==> src/rtl/riscv_pkg.sv <==
// Shared definitions for the RISC-V fetch front end: NOP encoding, fetch FSM
// state encoding and default reset/trap vectors.
package riscv_pkg;

   localparam logic [31:0] NOP_INSTR    = 32'h0000_0013;
   localparam logic [31:0] RESET_PC_DEF = 32'h0000_0000;
   localparam logic [31:0] TRAP_PC_DEF  = 32'h0000_0100;

   typedef enum logic [1:0] {
      ARRANQUE = 2'd0,
      PEDIR    = 2'd1,
      ESPERA   = 2'd2,
      DESCARTE = 2'd3
   } estado_e;

   function automatic logic [31:0] alinear(input logic [31:0] dir);
      return {dir[31:2], 2'b00};
   endfunction

endpackage

==> src/rtl/buffer_salto_instr.sv <==
// One-entry skid buffer holding a fetched word and its address while decode
// is stalled; flush discards the entry on a redirect.
module buffer_salto_instr
   import riscv_pkg::*;
(
   input  logic        clk_i,
   input  logic        rst_i,
   input  logic        load_i,
   input  logic        unload_i,
   input  logic        flush_i,
   input  logic [31:0] data_i,
   input  logic [31:0] pc_i,
   output logic [31:0] data_o,
   output logic [31:0] pc_o,
   output logic        full_o
);

   logic        full_q;
   logic [31:0] data_q;
   logic [31:0] pc_q;

   always_ff @(posedge clk_i) begin
      if (rst_i || flush_i) begin
         full_q <= 1'b0;
      end else if (load_i) begin
         full_q <= 1'b1;
      end else if (unload_i) begin
         full_q <= 1'b0;
      end

      if (rst_i) begin
         data_q <= NOP_INSTR;
         pc_q   <= '0;
      end else if (load_i) begin
         data_q <= data_i;
         pc_q   <= pc_i;
      end
   end

   assign data_o = data_q;
   assign pc_o   = pc_q;
   assign full_o = full_q;

endmodule

==> src/rtl/etapa_busqueda_pc.sv <==
// PC register and instruction-fetch front end with req/ack memory handshake,
// valid/stall decode handshake and skid buffer. Optional macro: PC_ALIGN_CHECK_EN.
module etapa_busqueda_pc
   import riscv_pkg::*;
#(
   parameter logic [31:0] RESET_PC = RESET_PC_DEF,
   parameter logic [31:0] TRAP_PC  = TRAP_PC_DEF
)(
   input  logic        CLK,
   input  logic        RST,
   output logic [31:0] PC,
   input  logic [31:0] PC4,
   input  logic        SALTO,
   input  logic [31:0] DIR_SALTO,
   output logic        IMEM_REQ,
   output logic [31:0] IMEM_ADDR,
   input  logic        IMEM_ACK,
   input  logic [31:0] IMEM_DATA,
   output logic [31:0] INSTR,
   output logic [31:0] INSTR_PC,
   output logic        INSTR_VALID,
   input  logic        STALL,
   output logic        ERR_ALIGN
);

   estado_e     estado_q;
   logic [31:0] pc_q, addr_q, instr_q, ipc_q;
   logic        req_q, valid_q, err_q;

   logic        skid_full;
   logic [31:0] skid_data, skid_pc;

   logic [31:0] tgt_d;
   logic        mis_d;
   logic        acepta, libre, skid_load, skid_unload;

`ifdef PC_ALIGN_CHECK_EN
   assign mis_d = |DIR_SALTO[1:0];
   assign tgt_d = mis_d ? TRAP_PC : DIR_SALTO;
`else
   logic unused_trap;
   assign mis_d       = 1'b0;
   assign tgt_d       = alinear(DIR_SALTO);
   assign unused_trap = ^{TRAP_PC, DIR_SALTO[1:0]};
`endif

   // Acks only count in PEDIR; DESCARTE acks are dropped.
   assign acepta      = (estado_q == PEDIR) && IMEM_ACK;
   assign libre       = !valid_q || !STALL;
   assign skid_load   = !RST && !SALTO && acepta && !libre;
   assign skid_unload = !RST && !SALTO && libre && skid_full;

   buffer_salto_instr u_skid (
      .clk_i    (CLK),
      .rst_i    (RST),
      .load_i   (skid_load),
      .unload_i (skid_unload),
      .flush_i  (SALTO),
      .data_i   (IMEM_DATA),
      .pc_i     (addr_q),
      .data_o   (skid_data),
      .pc_o     (skid_pc),
      .full_o   (skid_full)
   );

   always_ff @(posedge CLK) begin
      if (RST) begin
         estado_q <= ARRANQUE;
         pc_q     <= RESET_PC;
         addr_q   <= RESET_PC;
         req_q    <= 1'b0;
         instr_q  <= NOP_INSTR;
         ipc_q    <= RESET_PC;
         valid_q  <= 1'b0;
         err_q    <= 1'b0;
      end else begin
         err_q <= SALTO && mis_d;
         if (SALTO) begin
            pc_q    <= tgt_d;
            valid_q <= 1'b0;
            req_q   <= 1'b1;
            // A request still in flight must complete before the new address goes out.
            if ((estado_q == PEDIR || estado_q == DESCARTE) && !IMEM_ACK) begin
               estado_q <= DESCARTE;
            end else begin
               estado_q <= PEDIR;
               addr_q   <= tgt_d;
            end
         end else begin
            if (libre) begin
               if (skid_full) begin
                  instr_q <= skid_data;
                  ipc_q   <= skid_pc;
                  valid_q <= 1'b1;
               end else if (acepta) begin
                  instr_q <= IMEM_DATA;
                  ipc_q   <= addr_q;
                  valid_q <= 1'b1;
               end else begin
                  valid_q <= 1'b0;
               end
            end

            case (estado_q)
               ARRANQUE: begin
                  estado_q <= PEDIR;
                  req_q    <= 1'b1;
                  addr_q   <= pc_q;
               end
               PEDIR: begin
                  if (IMEM_ACK) begin
                     pc_q     <= PC4;
                     addr_q   <= PC4;
                     req_q    <= !skid_load;
                     estado_q <= skid_load ? ESPERA : PEDIR;
                  end
               end
               ESPERA: begin
                  if (!STALL) begin
                     estado_q <= PEDIR;
                     req_q    <= 1'b1;
                  end
               end
               DESCARTE: begin
                  if (IMEM_ACK) begin
                     estado_q <= PEDIR;
                     addr_q   <= pc_q;
                  end
               end
               default: estado_q <= ARRANQUE;
            endcase
         end
      end
   end

   assign PC          = pc_q;
   assign IMEM_REQ    = req_q;
   assign IMEM_ADDR   = addr_q;
   assign INSTR       = instr_q;
   assign INSTR_PC    = ipc_q;
   assign INSTR_VALID = valid_q;
   assign ERR_ALIGN   = err_q;

endmodule

==> config.mk <==
export PLATFORM = sky130hd
export DESIGN_NAME = etapa_busqueda_pc
export DESIGN_NICKNAME = d
export VERILOG_FILES = /design/src/rtl/riscv_pkg.sv /design/src/rtl/buffer_salto_instr.sv /design/src/rtl/etapa_busqueda_pc.sv
export SDC_FILE = /design/constraint.sdc
export NUM_CORES = 1
export LEC_CHECK = 0
export ABC_AREA = 1
export ABC_CLOCK_PERIOD_IN_PS = 1750
export CORE_MARGIN = 5
export CORE_UTILIZATION = 49
export CTS_CLUSTER_SIZE = 25
export DETAILED_ROUTE_END_ITERATION = 10
export PLACE_DENSITY = 0.83
export SLEW_MARGIN = 20
export SYNTH_ARGS = -nofsm -noshare
export SYNTH_HDL_FRONTEND = slang
export SYNTH_SLANG_ARGS = --single-unit
==> constraint.sdc <==
create_clock -name CLK -period 1.75 [get_ports CLK]
set_input_delay 0.35 -clock CLK [delete_from_list [all_inputs] [get_ports CLK]]
set_output_delay 0.35 -clock CLK [all_outputs]
set_load 0.02 [all_outputs]
# ---- Word-level counts from Yosys, hierarchy flattened
# Index checks and enable logic that the tools add are counted.
dict set report word_totals {
  ff_bits 197
  input_bits 101
  out_inout_bits 131
  elab_cells 77
}
dict set report op_classes {
  eq_ne 7
  mux 27
  n_bitwise 1
  reduce_logical 31
}
# op count
set ops {}
lappend ops {{two-way mux 32 bit} 11}
lappend ops {{case mux 32 bit (3 select lines)} 1}
lappend ops {{two-way mux 2 bit} 6}
lappend ops {{inequality test 3 bit, second input constant} 3}
lappend ops {{AND reduction 3 bit} 3}
lappend ops {{case mux 2 bit (4 select lines)} 1}
lappend ops {{nonzero test 2 bit} 4}
lappend ops {{nonzero test 4 bit} 2}
lappend ops {{logical AND 1 bit} 7}
lappend ops {{zero test 1 bit} 7}
lappend ops {{two-way mux 1 bit} 7}
lappend ops {{equality test 2 bit, second input constant} 2}
lappend ops {{AND reduction 2 bit} 2}
lappend ops {{AND reduction 4 bit} 1}
lappend ops {{logical OR 1 bit} 3}
lappend ops {{case mux 1 bit (3 select lines)} 1}
lappend ops {{equality test 2 x 1 -> 1 bit, second input constant} 1}
lappend ops {{zero test 2 bit} 1}
lappend ops {{inequality test 2 bit, second input constant} 1}
lappend ops {{OR reduction 2 bit} 1}
lappend ops {{inverter 1 bit} 1}

# ---- Depth between registers and ports, before layout
dict set report depth {
  depth_word 8
  mapped_depth 11
  mapped_depth_nobuf 9
}

# ---- Modules after synthesis
# Synthesis repeated with hierarchy kept, for this count alone.
dict set report hier_totals {
  cells_unflattened 1315
  hier_area_um2 8927.3
}
# mod n_inst cells_each area_per_inst_um2 seq_area_each_um2
set by_module_without_submodules {}
lappend by_module_without_submodules {etapa_busqueda_pc 1 1030 6532.5 2642.5}
lappend by_module_without_submodules {buffer_salto_instr 1 285 2394.8 1301.2}

# ---- Worst setup path before layout
# Ideal clock, no wire load.
dict set report synth_timing {
  kind {reg-to-reg}
  startpoint {reg estado_q[1]}
  endpoint {reg addr_q[0] (netlist: IMEM_ADDR[0])}
  setup_ns 0.114
  arrival_ns 1.441
  t_required_ns 1.636
  setup_slack_ns 0.195
  stages_incl_launch_ff 11
  path_buffers 2
  period_less_slack_ns 1.555
  cell_sequence {dfxtp_1 inv_1 ha_1 buf_4 inv_1 nand2_1 nand2_1 nand3_4 buf_4 a21oi_1 nor2_1}
}
dict set report synth_via {
  elab_chain_cells 5
  elab_cells_between_ends 12
  cone_classes {eq/ne: 5; mux: 2; reduce/logical: 5}
}
# element line_no
set synth_rtl {}
lappend synth_rtl {{start, declared} etapa_busqueda_pc.sv:26} ;# estado_e estado_q;
lappend synth_rtl {{start signal, assigned} etapa_busqueda_pc.sv:115} ;# estado_q <= skid_load ? ESPERA : PEDIR;
lappend synth_rtl {{equality test 2 x 1 -> 1 bit or equality test 2 bit (tied branches)} {etapa_busqueda_pc.sv:83, etapa_busqueda_pc.sv:104}}
lappend synth_rtl {{logical OR 1 bit} etapa_busqueda_pc.sv:83} ;# if ((estado_q == PEDIR || estado_q == DESCARTE) && !IMEM_ACK) begin
lappend synth_rtl {{logical AND 1 bit} etapa_busqueda_pc.sv:83}
lappend synth_rtl {{inequality test 2 bit (no line)} n/a}
lappend synth_rtl {{AND reduction 4 bit (no line)} n/a}
lappend synth_rtl {{end signal, assigned} etapa_busqueda_pc.sv:87} ;# addr_q <= tgt_d;
lappend synth_rtl {{end signal, assigned} etapa_busqueda_pc.sv:108} ;# addr_q <= pc_q;
lappend synth_rtl {{end signal, assigned} etapa_busqueda_pc.sv:127} ;# addr_q <= pc_q;
lappend synth_rtl {{end, declared} etapa_busqueda_pc.sv:27} ;# logic [31:0] pc_q, addr_q, instr_q, ipc_q;
# Parallel ways exist; a longest one is shown, timed or not.
# A chain may end at the register's enable or synchronous reset.

# ---- Worst setup path in the final report
dict set report layout_timing {
  startpoint {reg instr_q[20] (netlist: INSTR[20])}
  endpoint {out INSTR[20]}
}
# element line_no
set layout_lines {}
lappend layout_lines {{start, declared} etapa_busqueda_pc.sv:27}
lappend layout_lines {{start signal, assigned} etapa_busqueda_pc.sv:92} ;# instr_q <= skid_data;
lappend layout_lines {{end, declared} etapa_busqueda_pc.sv:19} ;# output logic [31:0] INSTR,
# No word-level cell between the ends.

==> flow_metrics.py <==
metrics = {
    "sta": {
        "worst_hold_slack_ns": 0.247,
        "fmax_mhz": 577,
        "worst_slack_ns": 0.0182,
        "skew_ns": 0.00891,
        "period_minus_slack_ns": 1.73,
        "finalSetupViolations": 0,
        "final_hold_viol_count": 0,
        "worst_slew_pin_slew_ns": 0.561,
        "maxSlewHeadroom": 0.626,
        "post-route-period-util": 0.990,
        "drv_slew": 0,
    },
    "critical_path": {
        "crit_path_end": "INSTR[20]",
        "crit_path_max_fanout": 2,
        "reg2reg_slack_ns": 0.06,
        "reg2reg_to": "INSTR[19]",
        "critPathArrivalTime_ns": 1.38,
        "crit_start": "INSTR[20]",
        "crit_cells": 1,
        "r2r-start": "estado_q[1]",
        "critPathBufInv": 1,
        "rr_worst_depth": 10,
        "cp-start-kind": "flop",
        "slowest_delay_ns": 0.61,
        "crit_type": "flop to primary output",
        "worstPathCellList": "clkdlybuf4s50_1",
        "crit_family": "buffers and inverters",
        "required_ns": 1.40,
        "cp_slowest_cell": "clkdlybuf4s50_1",
        "end_kind": "primary output",
    },
    "synth": {
        "ys_ff_latch": 197,
        "synth_top_area_share": 0.448,
        "yosys.area.top_type": "dfxtp_1",
        "ys_types": 24,
        "seq_area_frac_synth": 0.448,
        "synthesis.area_sq_um": 8800,
        "syn_nets": 1371,
        "synth.avg_cell_area_sq_um": 6.96,
        "synth.area.top_cells": "dfxtp_1 (45%), nand2_1 (17%), nor2_1 (8.3%), nand3_1 (5.6%), mux2_2 (4.1%)",
        "yosys_warnings": 0,
        "postSynthCellCount": 1265,
    },
    "layout": {
        "diodes": 0,
        "num-nets-final": 1580,
        "fillCellCount": 1572,
        "fin_util": 0.674,
        "drive_above_1_share": 0.0901,
        "synthToLayoutAreaGrowth_pct": 36.5,
    },
    "route": {
        "drc": 0,
        "final_antenna_net_count": 0,
        "dr.pass1.iters": 8,
        "wirelength_um": 26400,
        "wire_per_inst_um": 15.4,
        "viasPerCell": 5.11,
        "drtIter0Drc": 622,
        "vias": 8771,
    },
    "clocking": {
        "cts_root_buf": "clkbuf_16",
        "clock_sinks": 197,
        "clockBufferDepth": 2,
        "worstSkewPairLatency_ns": 0.42,
        "cts_made_buffers": 17,
        "cts_tree": "done",
        "clkTransAtPathRegs_ns": 0.07,
        "cts_max_level": 4,
    },
    "power_and_ir_drop": {
        "p_per_area_nw_per_um2": 887,
        "irDropWorstVdd_v": 0.000690,
        "leakage_nw": 5.57,
    },
    "flow_run": {
        "cap_violations": 0,
    },
    "place": {
        "place.gp.congestion": 0.874,
        "pre_cts_slack_ns": -0.175,
        "dp_hpwl_um": 17900,
        "port_buffers": 228,
    },
    "global_route": {
        "grt_overflow_total": 0,
        "grt_pass1_wl_um": 40800,
        "grt_util_all_layers": 0.245,
        "grt_pass1_vias": 8222,
        "grt_max_degree": 52,
        "antenna_found_initial": 1,
    },
    "floorplanning": {
        "die-area_sq_um": 20700,
        "rows": 49,
        "die_h_um": 144,
        "core-area_sq_um": 17800,
        "io_pins": 232,
        "start_util": 0.493,
        "die_x_um": 144,
    },
    "hold_path": {
        "hold_class": "primary input to flop",
    },
    "status": {
        "outcome": "finished, final reports clean",
    },
}
-- layer usage --
layer  global-route usage  wire length [um]  vias up
met1                0.302             10700     3976
li1                     -                 -     4420
met2                0.414             12600      332
met4               0.0778               563        2
met3               0.0704              2510       41
met5                    0                11        -
-- worst register-to-register path, stage by stage, from the launching register on --
cell and delay, ns:
dfxtp_2 0.35, inv_1 0.09, ha_2 0.21, nand2_2 0.08
inv_2 0.07, o21ai_4 0.27, buf_6 0.17, clkbuf_16 0.17
nand2_1 0.06, nand2_1 0.07, nor2_1 0.05
-- synth_stat cells, drive strengths merged --
library cell	n
a21boi	1
nand3	99
buf	51
inv	78
a21oi	68
a31oi	30
o21ai	71
conb	1
clkbuf	38
nand2	396
mux2	32
ha	5
dfxtp	197
nor2	198
-- area by class of cell --
cell class                      instances  area, sq um  area share
Clock buffer                           19          443      0.0369
Clock inverter                         13          121      0.0101
Inverter                               78          294      0.0245
Multi-Input combinational cell        901         4110       0.342
Sequential cell                       197         3950       0.329
Tap cell                              229          287      0.0238
Timing Repair Buffer                  279         2820       0.235
-- per-stage QoR --
| step | cell area (sq um) | total power [mW] | instances | setup TNS [ns] |
|---|---|---|---|---|
| after floorplan | 8800 | 6.06 | 1265 | 0 |
| after global placement | 11400 | 7.03 | 1680 | -11.57 |
| after detailed placement | 11400 | 7.06 | 1680 | -15.32 |
| after CTS | 11900 | 10.7 | 1712 | 0 |
| after global routing | 12000 | 11.1 | 1716 | -0.0334 |
| final | 12000 | 10.7 | 1716 | 0 |
-- how the worst min path moves through the flow --
stage                             end              start  cells past startpoint
floorplan            u_skid.data_o[0]   u_skid.data_o[0]                      2
finish                          PC[1]                RST                      4
CTS                             PC[1]                RST                      4
detailed placement    u_skid.pc_o[22]    u_skid.pc_o[22]                      2
global placement    u_skid.data_o[30]  u_skid.data_o[30]                      2
global route              INSTR_VALID                RST                      3
-- logic make-up after synthesis --
| logic type | count (synthesis) | share of synthesized area |
|---|---|---|
| adder cells (fa/ha/maj) | 5 | 0.00711 |
| buffers and inverters | 167 | 0.0883 |
| multiplexers | 32 | 0.0409 |
| other | 1 | 0.000426 |
| AND/OR/NAND/NOR | 693 | 0.314 |
| flip-flops | 197 | 0.448 |
| AO/OA/AOI/OAI | 170 | 0.102 |
-- power breakdown --
| part | total, mW | switching [mW] | internal, mW |
|---|---|---|---|
| sequential | 4.86 | 0.146 | 4.71 |
| combinational | 2.01 | 1.16 | 0.842 |
| clock | 3.80 | 1.77 | 2.02 |
| total | 10.7 | 3.08 | 7.58 |
-- cell usage in the layout (no fill, tap or decap), drive strengths merged --
cell           netlist  routed
nand2              396     396
nor2               198     198
dfxtp              197     197
clkdlybuf4s50        0     107
nand3               99      99
dlygate4sd2          0      92
inv                 78      82
o21ai               71      71
a21oi               68      68
buf                 51      51
mux2                32      32
a31oi               30      30
dlymetal6s2s         0      27
clkbuf              38      21
ha                   5       5
clkinv               0       4
clkinvlp             0       4
a21boi               1       1
conb                 1       1
bufinv               0       1
-- state kept, by name (all words and copies together), names as in the netlist --
name           cells
IMEM_ADDR         32
IMEM_REQ           1
INSTR             32
INSTR_PC          32
INSTR_VALID        1
PC                32
estado_q           2
u_skid.data_o     32
u_skid.full_o      1
u_skid.pc_o       32
-- repair_timing --
item,CTS,global route
hold buffers,0,0
pin swaps,0,1
resized for setup,92,32
setup endpoints to repair,92,62
buffers inserted,0,2
gates cloned,0,2
Power figures use the tool's default switching activity.
